$ cat src/rtl/nco_tune_ctrl_if.sv
// Request bundle for the two phase-increment requesters (CPU and CAT/hopper).
// Each requester presents valid/phi and receives a one-cycle ready pulse on accept.
interface nco_tune_ctrl_if #(
  parameter int APR = 22
) ();
  logic           req0_valid;
  logic [APR-1:0] req0_phi;
  logic           req0_ready;
  logic           req1_valid;
  logic [APR-1:0] req1_phi;
  logic           req1_ready;

  modport master (
    output req0_valid, req0_phi, req1_valid, req1_phi,
    input  req0_ready, req1_ready
  );

  modport slave (
    input  req0_valid, req0_phi, req1_valid, req1_phi,
    output req0_ready, req1_ready
  );
endinterface

$ cat src/rtl/nco_tune_ctrl.sv
// Round-robin sequencer that applies phase-increment updates to one NCO, either in a single step
// or as a linear glide, and reports settled once the NCO pipeline has flushed the final value.
module nco_tune_ctrl #(
  parameter int             APR       = 22,
  parameter int             NCO_LAT   = 8,
  parameter logic [APR-1:0] RAMP_STEP = {APR{1'b0}},
  parameter logic [APR-1:0] PHI_RST   = {APR{1'b0}}
) (
  input  logic            clk,
  input  logic            reset_n,
  input  logic            clken,
  input  logic            nco_out_valid,
  nco_tune_ctrl_if.slave  req_if,
  output logic [APR-1:0]  phi_inc_o,
  output logic            busy,
  output logic            settled,
  output logic            grant_id
);

  localparam int CW = (NCO_LAT < 1) ? 1 : $clog2(NCO_LAT + 1);

  typedef enum logic [1:0] {
    S_IDLE  = 2'd0,
    S_GRANT = 2'd1,
    S_RAMP  = 2'd2,
    S_FLUSH = 2'd3
  } state_t;

  state_t          state_q, state_d;
  logic [APR-1:0]  phi_q, phi_d;
  logic [APR-1:0]  target_q, target_d;
  logic [CW-1:0]   cnt_q, cnt_d;
  logic            rdy0_q, rdy0_d;
  logic            rdy1_q, rdy1_d;
  logic            busy_q, busy_d;
  logic            settled_q, settled_d;
  logic            gid_q, gid_d;

  logic            any_req_s;
  logic            win_s;
  logic [APR-1:0]  sel_phi_s;
  logic signed [APR:0] diff_s;
  logic [APR:0]    mag_s;
  logic            last_step_s;

  // Distance to target is taken in APR+1 signed bits so a glide never wraps modulo 2^APR.
  assign any_req_s   = req_if.req0_valid | req_if.req1_valid;
  assign win_s       = (req_if.req0_valid && req_if.req1_valid) ? ~gid_q : req_if.req1_valid;
  assign sel_phi_s   = gid_q ? req_if.req1_phi : req_if.req0_phi;
  assign diff_s      = $signed({1'b0, target_q}) - $signed({1'b0, phi_q});
  assign mag_s       = diff_s[APR] ? $unsigned(-diff_s) : $unsigned(diff_s);
  assign last_step_s = (RAMP_STEP == {APR{1'b0}}) || (mag_s <= {1'b0, RAMP_STEP});

  // Next-state and registered-output logic for the IDLE/GRANT/RAMP/FLUSH sequencer.
  always_comb begin
    state_d   = state_q;
    phi_d     = phi_q;
    target_d  = target_q;
    cnt_d     = cnt_q;
    rdy0_d    = 1'b0;
    rdy1_d    = 1'b0;
    settled_d = settled_q;
    gid_d     = gid_q;

    case (state_q)
      S_IDLE: begin
        if (any_req_s) begin
          state_d = S_GRANT;
          gid_d   = win_s;
          rdy0_d  = ~win_s;
          rdy1_d  = win_s;
        end else begin
          state_d = S_IDLE;
        end
      end
      S_GRANT: begin
        target_d = sel_phi_s;
        if (sel_phi_s == phi_q) begin
          settled_d = 1'b1;
          state_d   = S_IDLE;
        end else begin
          settled_d = 1'b0;
          state_d   = S_RAMP;
        end
      end
      S_RAMP: begin
        if (!clken) begin
          state_d = S_RAMP;
        end else if (last_step_s) begin
          phi_d   = target_q;
          cnt_d   = CW'(NCO_LAT);
          state_d = S_FLUSH;
        end else if (diff_s[APR]) begin
          phi_d = phi_q - RAMP_STEP;
        end else begin
          phi_d = phi_q + RAMP_STEP;
        end
      end
      S_FLUSH: begin
        if (!clken) begin
          state_d = S_FLUSH;
        end else if (cnt_q != {CW{1'b0}}) begin
          cnt_d = cnt_q - CW'(1);
        end else if (nco_out_valid) begin
          settled_d = 1'b1;
          state_d   = S_IDLE;
        end else begin
          state_d = S_FLUSH;
        end
      end
      default: begin
        state_d = S_IDLE;
      end
    endcase

    busy_d = (state_d != S_IDLE);
  end

  // State and output registers; reset drops any in-flight request immediately.
  always_ff @(posedge clk or negedge reset_n) begin
    if (!reset_n) begin
      state_q   <= S_IDLE;
      phi_q     <= PHI_RST;
      target_q  <= PHI_RST;
      cnt_q     <= {CW{1'b0}};
      rdy0_q    <= 1'b0;
      rdy1_q    <= 1'b0;
      busy_q    <= 1'b0;
      settled_q <= 1'b0;
      gid_q     <= 1'b0;
    end else begin
      state_q   <= state_d;
      phi_q     <= phi_d;
      target_q  <= target_d;
      cnt_q     <= cnt_d;
      rdy0_q    <= rdy0_d;
      rdy1_q    <= rdy1_d;
      busy_q    <= busy_d;
      settled_q <= settled_d;
      gid_q     <= gid_d;
    end
  end

  assign phi_inc_o         = phi_q;
  assign busy              = busy_q;
  assign settled           = settled_q;
  assign grant_id          = gid_q;
  assign req_if.req0_ready = rdy0_q;
  assign req_if.req1_ready = rdy1_q;

endmodule

$ cat src/flat_wrapper.sv
// flat-port wrapper written by rule: the top's interface ports become plain ports
module nco_tune_ctrl_flat 
#(
  parameter int             APR       = 22,
  parameter int             NCO_LAT   = 8,
  parameter logic [APR-1:0] RAMP_STEP = {APR{1'b0}},
  parameter logic [APR-1:0] PHI_RST   = {APR{1'b0}}
)
  (clk, reset_n, clken, nco_out_valid, phi_inc_o, busy, settled, grant_id, req_if_req0_valid, req_if_req0_phi, req_if_req1_valid, req_if_req1_phi, req_if_req0_ready, req_if_req1_ready);
  nco_tune_ctrl_if #(.APR(APR)) req_if_i ();
  input  logic clk;
  input  logic reset_n;
  input  logic clken;
  input  logic nco_out_valid;
  output logic [APR-1:0] phi_inc_o;
  output logic busy;
  output logic settled;
  output logic grant_id;
  input wire logic [$bits(req_if_i.req0_valid)-1:0] req_if_req0_valid;
  input wire logic [$bits(req_if_i.req0_phi)-1:0] req_if_req0_phi;
  input wire logic [$bits(req_if_i.req1_valid)-1:0] req_if_req1_valid;
  input wire logic [$bits(req_if_i.req1_phi)-1:0] req_if_req1_phi;
  output wire logic [$bits(req_if_i.req0_ready)-1:0] req_if_req0_ready;
  output wire logic [$bits(req_if_i.req1_ready)-1:0] req_if_req1_ready;
  assign req_if_i.req0_valid = req_if_req0_valid;
  assign req_if_i.req0_phi = req_if_req0_phi;
  assign req_if_i.req1_valid = req_if_req1_valid;
  assign req_if_i.req1_phi = req_if_req1_phi;
  assign req_if_req0_ready = req_if_i.req0_ready;
  assign req_if_req1_ready = req_if_i.req1_ready;
  nco_tune_ctrl #(.APR(APR), .NCO_LAT(NCO_LAT), .RAMP_STEP(RAMP_STEP), .PHI_RST(PHI_RST)) u_core (.clk(clk), .reset_n(reset_n), .clken(clken), .nco_out_valid(nco_out_valid), .req_if(req_if_i), .phi_inc_o(phi_inc_o), .busy(busy), .settled(settled), .grant_id(grant_id));
endmodule
$ cat config.mk
export PLATFORM = sky130hd
export DESIGN_NAME = nco_tune_ctrl_flat
export DESIGN_NICKNAME = d
export VERILOG_FILES = /design/src/rtl/nco_tune_ctrl_if.sv /design/src/rtl/nco_tune_ctrl.sv /design/src/flat_wrapper.sv
export SDC_FILE = /design/constraint.sdc
export NUM_CORES = 1
export LEC_CHECK = 0
export CAP_MARGIN = 20
export CORE_MARGIN = 2
export CORE_UTILIZATION = 51
export DETAILED_ROUTE_END_ITERATION = 12
export PLACE_DENSITY = 0.92
export SLEW_MARGIN = 20
export SYNTH_ARGS = -nofsm -noshare
export SYNTH_HDL_FRONTEND = slang
export SYNTH_SLANG_ARGS = --single-unit
export TNS_END_PERCENT = 50
$ cat constraint.sdc
create_clock -name clk -period 5.6 [get_ports clk]
set_input_delay 0.84 -clock clk [delete_from_list [all_inputs] [get_ports clk]]
set_output_delay 0.84 -clock clk [all_outputs]
set_load 0.1 [all_outputs]
==> results of run 1 <==
[through the flow]
stage	hold WS (ns)	setup slack, ns	total power (W)	instance area, sq um	utilization [%]
floorplan	0.443	3.05	0.00165	2590	-
global placement	0.455	2.84	0.00191	3390	70.4
detailed placement	0.465	2.80	0.00195	3390	70.4
CTS	0.484	2.49	0.00218	3480	72.3
global route	0.501	2.44	0.00227	3480	72.3
finish	0.480	2.51	0.00216	3480	72.3
[cell type report]
| cell class | instances | area [sq um] | share of cell area (%) |
|---|---|---|---|
| clock buffers | 6 | 82.6 | 2.37 |
| multi-input cells | 155 | 1140 | 32.6 |
| repair buffers | 79 | 778 | 22.4 |
| clock inverters | 1 | 5.00 | 0.144 |
| well taps | 67 | 83.8 | 2.41 |
| flip-flops and latches | 55 | 1380 | 39.5 |
| inverters | 5 | 18.8 | 0.539 |
[cells by family after synthesis]
logic type | count (synthesis)
buffers and inverters | 16
AOI/OAI and AO/OA | 37
muxes | 44
xor gates and xnor gates | 23
adders and majority gates | 2
and+or+nand+nor | 49
DFF | 55
[power groups by stage]
stage / Combinational (W) / Sequential [W] / Clock [W]
floorplan: 0.000374 / 0.00127 / 0
global placement: 0.00121 / 0.000703 / 0
detailed placement: 0.00124 / 0.000717 / 0
CTS: 0.00124 / 0.000711 / 0.000224
global route: 0.00130 / 0.000733 / 0.000241
finish: 0.00123 / 0.000711 / 0.000220
[cell usage after synthesis (2+ instances only)]
cell      instances  area share (%)
nor4_1            3            0.72
and3_1            2            0.48
nor2_1            3            0.43
ha_1              2            0.97
buf_6             2            0.87
xor2_1            4             1.4
clkbuf_1          6            0.87
nor4_2            2            0.97
xnor2_1          19             6.4
inv_1             4            0.58
nand2_1          31             4.5
nand4_1           2            0.48
buf_2             3            0.58
dfrtp_1          55              53
mux2i_1          21             8.1
mux2_2            3             1.3
mux2_1           19             8.3
o21ai_0          24             4.6
a21oi_1           4            0.77
o21ai_1           4            0.77
[worst max-delay path, cell delays in order (launching register included)]
cell and delay (ns):
dfrtp_1 0.33, buf_4 0.39, clkdlybuf4s50_1 1.22
[flip-flops by register name (all words and copies together) (netlist names)]
name,count
u_core.phi_inc_o,22
u_core.target_q,22
u_core.cnt_q,4
u_core.state_q,2
u_core.busy,1
u_core.grant_id,1
u_core.req_if.req0_ready,1
u_core.req_if.req1_ready,1
u_core.settled,1
[cells in the final DEF (no fill, tap or decap), types with 4 or more instances in the layout]
cell type | netlist | layout
o21ai_1 | 4 | 4
xnor2_1 | 19 | 19
a21oi_1 | 4 | 4
clkbuf_8 | 0 | 6
o21ai_0 | 24 | 24
dfrtp_1 | 55 | 55
mux2i_1 | 21 | 21
nand2_1 | 31 | 31
xor2_1 | 4 | 4
mux2_1 | 19 | 19
clkdlybuf4s50_1 | 0 | 75
inv_1 | 4 | 4
[per-layer routing]
layer  track usage [%]  vias up
li1                  -      928
met1              27.7      933
met2              34.7       60
met3              3.75        8
met4              8.77        0
met5                 0        -
[how the worst max path moves through the flow]
stage	endpoint	slack, ns	depth (start not counted)
after floorplan	u_core.busy	3.05	7
after global placement	u_core.phi_inc_o[5]	2.84	4
after detailed placement	u_core.busy	2.80	7
after CTS	grant_id	2.49	2
after global routing	grant_id	2.44	2
final	grant_id	2.51	2
==> impl_metrics.env, run 1 <==
export IMPL_outcome="finished, final reports clean"
export IMPL_finalHoldViolCount=0
export IMPL_placed_cells=361
export IMPL_synth_top_family_by_area="multiplexers"
export IMPL_clkSinkCount=55
export IMPL_drv_cap=0
export IMPL_worst_pin_slew_ns=0.987
export IMPL_routed_via_density=5.24
export IMPL_min_delay_start="u_core.target_q[12]"
export IMPL_route_detailed_drc=0
export IMPL_wl_met2_mm=2.71
export IMPL_io_pins=77
export IMPL_synth_edff_count=0
export IMPL_clockPowerShare_pct=10.2
export IMPL_io_buffers=76
export IMPL_place_gp_congestion=0.780
export IMPL_synth_xor_area_share_pct=7.77
export IMPL_ctsHoldBuffers=0
export IMPL_synth_flop_cell="dfrtp_1"
export IMPL_reg2reg_to="u_core.busy"
export IMPL_drt_wl_total_mm=5.47
export IMPL_p_int_w=0.00105
export IMPL_rsz0062_at_grt="no"
export IMPL_wl_met1_mm=2.40
export IMPL_dr_pass1_iters=4
export IMPL_ff2ff_setup_slack_ns=3.13
export IMPL_ctsResizeCount=0
export IMPL_hold_depth=2
export IMPL_clock_skew_ns=0.0113
export IMPL_ctsHtreeMaxLevel=2
export IMPL_hold_end="u_core.target_q[12]"
export IMPL_cts_root_buffer="clkbuf_8"
export IMPL_area_growth_pct=34.3
export IMPL_die_area_sq_um=5670
export IMPL_irDropWorstVdd_uv=398
export IMPL_cp_required_ns=4.76
export IMPL_worstReg2RegStart="u_core.grant_id"
export IMPL_coreArea_sq_um=4820
export IMPL_critPathKind="reg2out"
export IMPL_clock_latency_ns=0.31
export IMPL_period_share_pct=55.1
export IMPL_gr_total_overflow=0
export IMPL_synthAdderAreaFrac_pct=0.966
export IMPL_dp_hpwl_mm=3.93
export IMPL_async_reset_ff_share_pct=100
export IMPL_drive_above_1_share_pct=6.64
export IMPL_yosysSeqAreaShare_pct=53.1
export IMPL_cts_setup_buffers=0
export IMPL_worstSetupStartpoint="u_core.grant_id"
export IMPL_start_util_pct=53.8
export IMPL_p_per_area_nw_per_um2=621
export IMPL_routed_wl_met3_um=276
export IMPL_final_cells=368
export IMPL_relSlewSlack_pct=34.0
export IMPL_synth_compound_area_share_pct=7.87
export IMPL_maxUsedRoutingLayer="met4"
export IMPL_p_sw_w=0.00111
export IMPL_combPwrFrac_pct=57.0
export IMPL_grt_pass1_wl_mm=8.89
export IMPL_grt_usage_pct=21.1
export IMPL_cp_end_kind="output pin"
export IMPL_setup_tns_final_ns=0
export IMPL_drv_slew=0
export IMPL_final_nets=353
export IMPL_grt_antenna_before_repair=0
export IMPL_wl_per_cell_um=14.9
export IMPL_grt_max_degree=56
export IMPL_cts_clk_slew_worst_paths_ns=0.09
export IMPL_synthCells=226
export IMPL_pwr_share_seq_pct=32.9
export IMPL_num_rows=25
export IMPL_cts_made_buffers=5
export IMPL_die_x_um=75.3
export IMPL_crit_arrival_ns=2.25
export IMPL_ff2ff_path_depth=7
export IMPL_fillers=355
export IMPL_setup_viol=0
export IMPL_synth_warnings=0
export IMPL_netSwitchingFraction_pct=51.5
export IMPL_synth_cell_types=33
export IMPL_synth_mux_area_share_pct=18.2
export IMPL_ant_nets=0
export IMPL_p_leak_nw=1.49
export IMPL_synthSimpleGateAreaFrac_pct=9.03
export IMPL_period_minus_slack_ns=3.09
export IMPL_crit_path_start_kind="register"
export IMPL_worstPathMaxFanout=27
export IMPL_post_synth_cell_area_avg_sq_um=11.5
export IMPL_cts_tree="yes"
export IMPL_first_iter_violations=110
export IMPL_ys_seq_elements=55
export IMPL_vias=1929
export IMPL_die_h_um=75.3
export IMPL_antenna_cells=0
export IMPL_grt_pass1_vias=1926
export IMPL_fmax_mhz=324
export IMPL_cts_buffer_depth=2
export IMPL_synth_area_sq_um=2590
export IMPL_synth_nets=278
export IMPL_hp_class="reg2reg"
(Power assumes the default switching activity.)
==> run 2: changes to the inputs <==
Settings changed: CORE_UTILIZATION 51 to 47, PLACE_DENSITY 0.92 to 0.86.
Clock period 5.6 ns to 2.97 ns, I/O delays scaled along.
==> impl_metrics.env, run 2 (same netlist as run 1, synthesis figures left out) <==
export IMPL_dr_pass1_iters=4
export IMPL_fin_util_pct=64.2
export IMPL_crit_path_frequent_cell="nor4_2"
export IMPL_routed_via_density=5.06
export IMPL_critPathBufInv=1
export IMPL_critPathSlowestCell="nor4_2"
export IMPL_fmax_mhz=477
export IMPL_final_cell_mix="dfrtp_1, clkdlybuf4s50_1, nand2_1"
export IMPL_io_buffers=76
export IMPL_grt_pass1_wl_mm=9.06
export IMPL_vias=1904
export IMPL_cts_buffer_depth=2
export IMPL_dp_hpwl_mm=4.12
export IMPL_hp_class="in2async"
export IMPL_die_x_um=78.3
export IMPL_setup_viol=0
export IMPL_cts_clk_slew_worst_paths_ns=0.09
export IMPL_num_rows=27
export IMPL_first_iter_violations=65
export IMPL_regArea_sq_um=1380
export IMPL_setup_tns_final_ns=0
export IMPL_slowest_delay_ns=0.39
export IMPL_critPathKind="reg2reg"
export IMPL_die_h_um=78.3
export IMPL_ctsHoldBuffers=0
export IMPL_outcome="finished, final reports clean"
export IMPL_drv_slew=0
export IMPL_drv_cap=0
export IMPL_final_nets=355
export IMPL_fillers=444
export IMPL_ant_nets=0
export IMPL_route_detailed_drc=0
export IMPL_finalHoldViolCount=0
export IMPL_irDropWorstVdd_uv=725
export IMPL_drive_above_1_share_pct=15.8
export IMPL_p_leak_nw=1.54
export IMPL_final_common_cell="dfrtp_1"
export IMPL_multi_input_area_sq_um=1140
export IMPL_coreArea_sq_um=5410
export IMPL_grt_pass1_vias=1926
export IMPL_pre_cts_slack_ns=0.685
export IMPL_holdWs_ns=0.129
export IMPL_cts_setup_buffers=0
export IMPL_area_growth_pct=34.0
export IMPL_rsz0062_at_grt="no"
export IMPL_cp_required_ns=3.15
export IMPL_clock_skew_ns=0.00518
export IMPL_antenna_cells=0
export IMPL_crit_path_start_kind="register"
export IMPL_clock_latency_ns=0.30
export IMPL_start_util_pct=47.9
export IMPL_cts_made_buffers=5
export IMPL_worstPathMaxFanout=27
export IMPL_crit_chain="buf_12 > mux2i_2 > xnor2_1 > nor4_2 > nand4_1 > nor4_2 > a31oi_1"
export IMPL_period_share_pct=70.7
export IMPL_path_delay_family="simple AND/OR/NAND/NOR gates"
export IMPL_ctsHtreeMaxLevel=2
export IMPL_p_per_area_nw_per_um2=1180
export IMPL_gr_total_overflow=0
export IMPL_cp_end_kind="register"
export IMPL_relSlewSlack_pct=46.0
export IMPL_wl_per_cell_um=14.3
export IMPL_place_gp_congestion=0.712
export IMPL_setup_ws_ns=0.872
export IMPL_clkSinkCount=55
export IMPL_grt_max_degree=31
export IMPL_worst_pin_slew_ns=0.809
export IMPL_period_minus_slack_ns=2.10
export IMPL_crit_arrival_ns=2.28
export IMPL_drt_wl_total_mm=5.39
export IMPL_grt_antenna_before_repair=0
export IMPL_die_area_sq_um=6120
export IMPL_grt_usage_pct=18.9
export IMPL_cts_tree="yes"
export IMPL_io_pins=77
export IMPL_cts_root_buffer="clkbuf_8"
export IMPL_ctsResizeCount=0
==> run 2: changes by cell type in the layout (fill, tap and decap cells not counted), sizes merged <==
| cell | previous run | this run |
|---|---|---|
| buf | 4 | 33 |
| clkdlybuf4s50 | 75 | 48 |
| clkbuf | 6 | 8 |
| clkinv | 1 | 0 |
==> run 2: final cells by class <==
class / instances / share of cell area [%]
clock buffer: 8 / 2.88
timing repair buffer: 81 / 21.6
inverter: 5 / 0.541
sequential: 55 / 39.6
tap: 72 / 2.59
multi-input combinational: 155 / 32.7
==> run 2: final timing paths <==
path                                     start                  end  slack [ns]  cells past startpoint
max in group asynchronous              reset_n      u_core.cnt_q[2]        2.03                      2
hold / removal                         reset_n  u_core.target_q[18]        0.13                      1
setup / recovery               u_core.grant_id          u_core.busy        0.87                      7
hold reg to reg            u_core.target_q[19]  u_core.target_q[19]        0.48                      2
min in group clk           u_core.target_q[19]  u_core.target_q[19]        0.48                      2
setup reg to reg               u_core.grant_id          u_core.busy        0.87                      7
==> run 2: power by group <==
group          leakage (nW)  internal [W]  switching (W)  total, W
Clock                0.0515      0.000213       0.000224  0.000437
Sequential            0.665       0.00109       0.000253   0.00134
Combinational         0.823      0.000685        0.00163   0.00232
Total                  1.54       0.00198        0.00211   0.00409
==> run 2: worst reg2reg max path: cells and delay by family, from the launching register on <==
kind	cells	cell delay (ns)
simple gates	3	0.84
flops	1	0.38
mux	1	0.28
buf+inv	1	0.22
compound gates	1	0.13
xor+xnor	1	0.11
==> run 2: through the flow <==
stage	power (W)	instances	cell area, sq um
2_1_floorplan	0.00310	226	2590
3_3_place_gp	0.00361	368	3370
3_5_place_dp	0.00369	368	3370
4_1_cts	0.00413	376	3470
5_1_grt	0.00431	376	3470
6_report	0.00409	376	3470
==> run 2: per-layer routing <==
metal | track usage (%) | up-vias | wire (um)
met5 | 0 | - | 0
li1 | - | 929 | -
met1 | 23.5 | 908 | 2310
met2 | 32.5 | 57 | 2710
met3 | 4.02 | 10 | 251
met4 | 7.02 | 0 | 112
==> run 3: changes to the inputs <==
Settings changed: CORE_UTILIZATION 47 to 42, PLACE_DENSITY 0.86 to 0.81.
Clock period 2.97 ns to 1.9 ns, I/O delays scaled along.
==> impl_metrics.env, run 3 (same netlist as run 1, synthesis figures left out) <==
export IMPL_ff2ff_path_depth=7
export IMPL_fmax_mhz=483
export IMPL_pre_cts_slack_ns=-0.301
export IMPL_first_iter_violations=70
export IMPL_relSlewSlack_pct=74.6
export IMPL_grt_pass1_wl_mm=8.89
export IMPL_period_share_pct=109
export IMPL_worstReg2RegStart="u_core.grant_id"
export IMPL_die_h_um=82.5
export IMPL_rsz0062_at_grt="yes"
export IMPL_area_growth_pct=39.7
export IMPL_route_detailed_drc=0
export IMPL_setup_viol=3
export IMPL_period_minus_slack_ns=2.07
export IMPL_io_pins=77
export IMPL_p_per_area_nw_per_um2=1830
export IMPL_ctsHtreeMaxLevel=2
export IMPL_drv_cap=0
export IMPL_grt_usage_pct=17.2
export IMPL_drt_wl_total_mm=5.46
export IMPL_place_gp_congestion=0.795
export IMPL_violations="setup timing"
export IMPL_met1_usage_pct=22.2
export IMPL_antenna_cells=0
export IMPL_num_rows=28
export IMPL_met3_usage_pct=2.72
export IMPL_holdWs_ns=0.486
export IMPL_cp_required_ns=2.08
export IMPL_start_util_pct=43.5
export IMPL_clkSinkCount=55
export IMPL_finalHoldViolCount=0
export IMPL_worstPathMaxFanout=9
export IMPL_hp_class="in2async"
export IMPL_met2_usage_pct=29.5
export IMPL_reg2reg_to="u_core.busy"
export IMPL_grt_antenna_before_repair=0
export IMPL_outcome="finished with violations"
export IMPL_final_common_cell="dfrtp_1"
export IMPL_dr_pass1_iters=4
export IMPL_coreArea_sq_um=5960
export IMPL_cts_buffer_depth=2
export IMPL_cts_made_buffers=5
export IMPL_grt_max_degree=56
export IMPL_clock_skew_ns=0.0118
export IMPL_critPathKind="reg2reg"
export IMPL_ff2ff_setup_slack_ns=-0.17
export IMPL_final_cell_mix="dfrtp_1, clkdlybuf4s50_1, nand2_1, buf_4, o21ai_0"
export IMPL_placed_cell_area_sq_um=3450
export IMPL_busiest_layer="met2"
export IMPL_irDropWorstVdd_uv=1460
export IMPL_ant_nets=0
export IMPL_wl_per_cell_um=14.2
export IMPL_die_x_um=82.5
export IMPL_worst_pin_slew_ns=0.381
export IMPL_grt_pass1_vias=1897
export IMPL_setup_ws_ns=-0.170
export IMPL_io_buffers=76
export IMPL_cts_tree="yes"
export IMPL_routed_via_density=4.98
export IMPL_worstSetupStartpoint="u_core.grant_id"
export IMPL_crit_path_start_kind="register"
export IMPL_cts_root_buffer="clkbuf_8"
export IMPL_die_area_sq_um=6810
export IMPL_dp_hpwl_mm=4.08
export IMPL_gr_total_overflow=0
export IMPL_cp_end_kind="register"
export IMPL_vias=1912
export IMPL_clock_latency_ns=0.31
export IMPL_drive_above_1_share_pct=20.1
export IMPL_fillers=498
export IMPL_final_nets=360
export IMPL_drv_slew=0
export IMPL_crit_arrival_ns=2.25
export IMPL_cts_setup_buffers=0
export IMPL_p_leak_nw=1.59
export IMPL_design_area_sq_um=3620
export IMPL_cts_clk_slew_worst_paths_ns=0.09
run 3: cell types whose count changed in the layout (fill, tap and decap cells not counted), sizes merged:
cell and delta:
clkbuf -3, bufinv +1, clkinv +2, dlygate4sd3 +1
buf +4
run 3: per-layer routing:
layer / up-vias / part of all wire [%] / wire length [um]
li1: 942 / - / -
met1: 902 / 45 / 2450
met2: 61 / 49 / 2680
met3: 7 / 4.3 / 237
met4: 0 / 1.7 / 93
met5: - / 0 / 0
run 3: layout make-up:
type                    count  area, sq um  share of cell area, %
clock buffers               5         68.8                   1.90
clock inverters             3         43.8                   1.21
inverters                   5         18.8                  0.518
multi-input cells         155         1190                   32.8
flip-flops and latches     55         1380                   38.1
well taps                  75         93.8                   2.59
repair buffers             86          828                   22.9
run 3: through the flow:
step	instances	TNS (ns)	power (W)	util (%)
after floorplan	226	-0.767	0.00486	-
after global placement	375	-0.656	0.00573	57.9
after detailed placement	375	-0.879	0.00583	57.9
after CTS	384	-0.553	0.00665	60.4
after global routing	384	-0.806	0.00698	60.8
final	384	-0.492	0.00661	60.8
run 3: repair_timing:
action,CTS,global route
hold buffers,1,0
gates resized for setup,5,5
pin swaps,1,1
endpoints found under the setup margin,3,3
hold endpoints to repair,55,0
run 3: worst max path at each step:
stage,slack (ns),cells past startpoint,to
4_1_cts,-0.19,7,u_core.busy
5_1_grt,-0.29,7,u_core.busy
6_report,-0.17,7,u_core.busy
3_5_place_dp,-0.30,7,u_core.busy
2_1_floorplan,-0.28,7,u_core.busy
3_3_place_gp,-0.24,7,u_core.busy
run 3: power breakdown:
part / internal, W / total (W) / switching [W]
clock network: 0.000393 / 0.000769 / 0.000376
logic: 0.00116 / 0.00373 / 0.00257
registers: 0.00170 / 0.00211 / 0.000408
run 3: critical path: stages, from the launching register on:
cell	delay (ns)
dfrtp_4	0.52
buf_12	0.16
mux2i_2	0.20
xnor2_1	0.11
nor4_2	0.36
nand4_1	0.22
nor4_4	0.25
a31oi_1	0.12
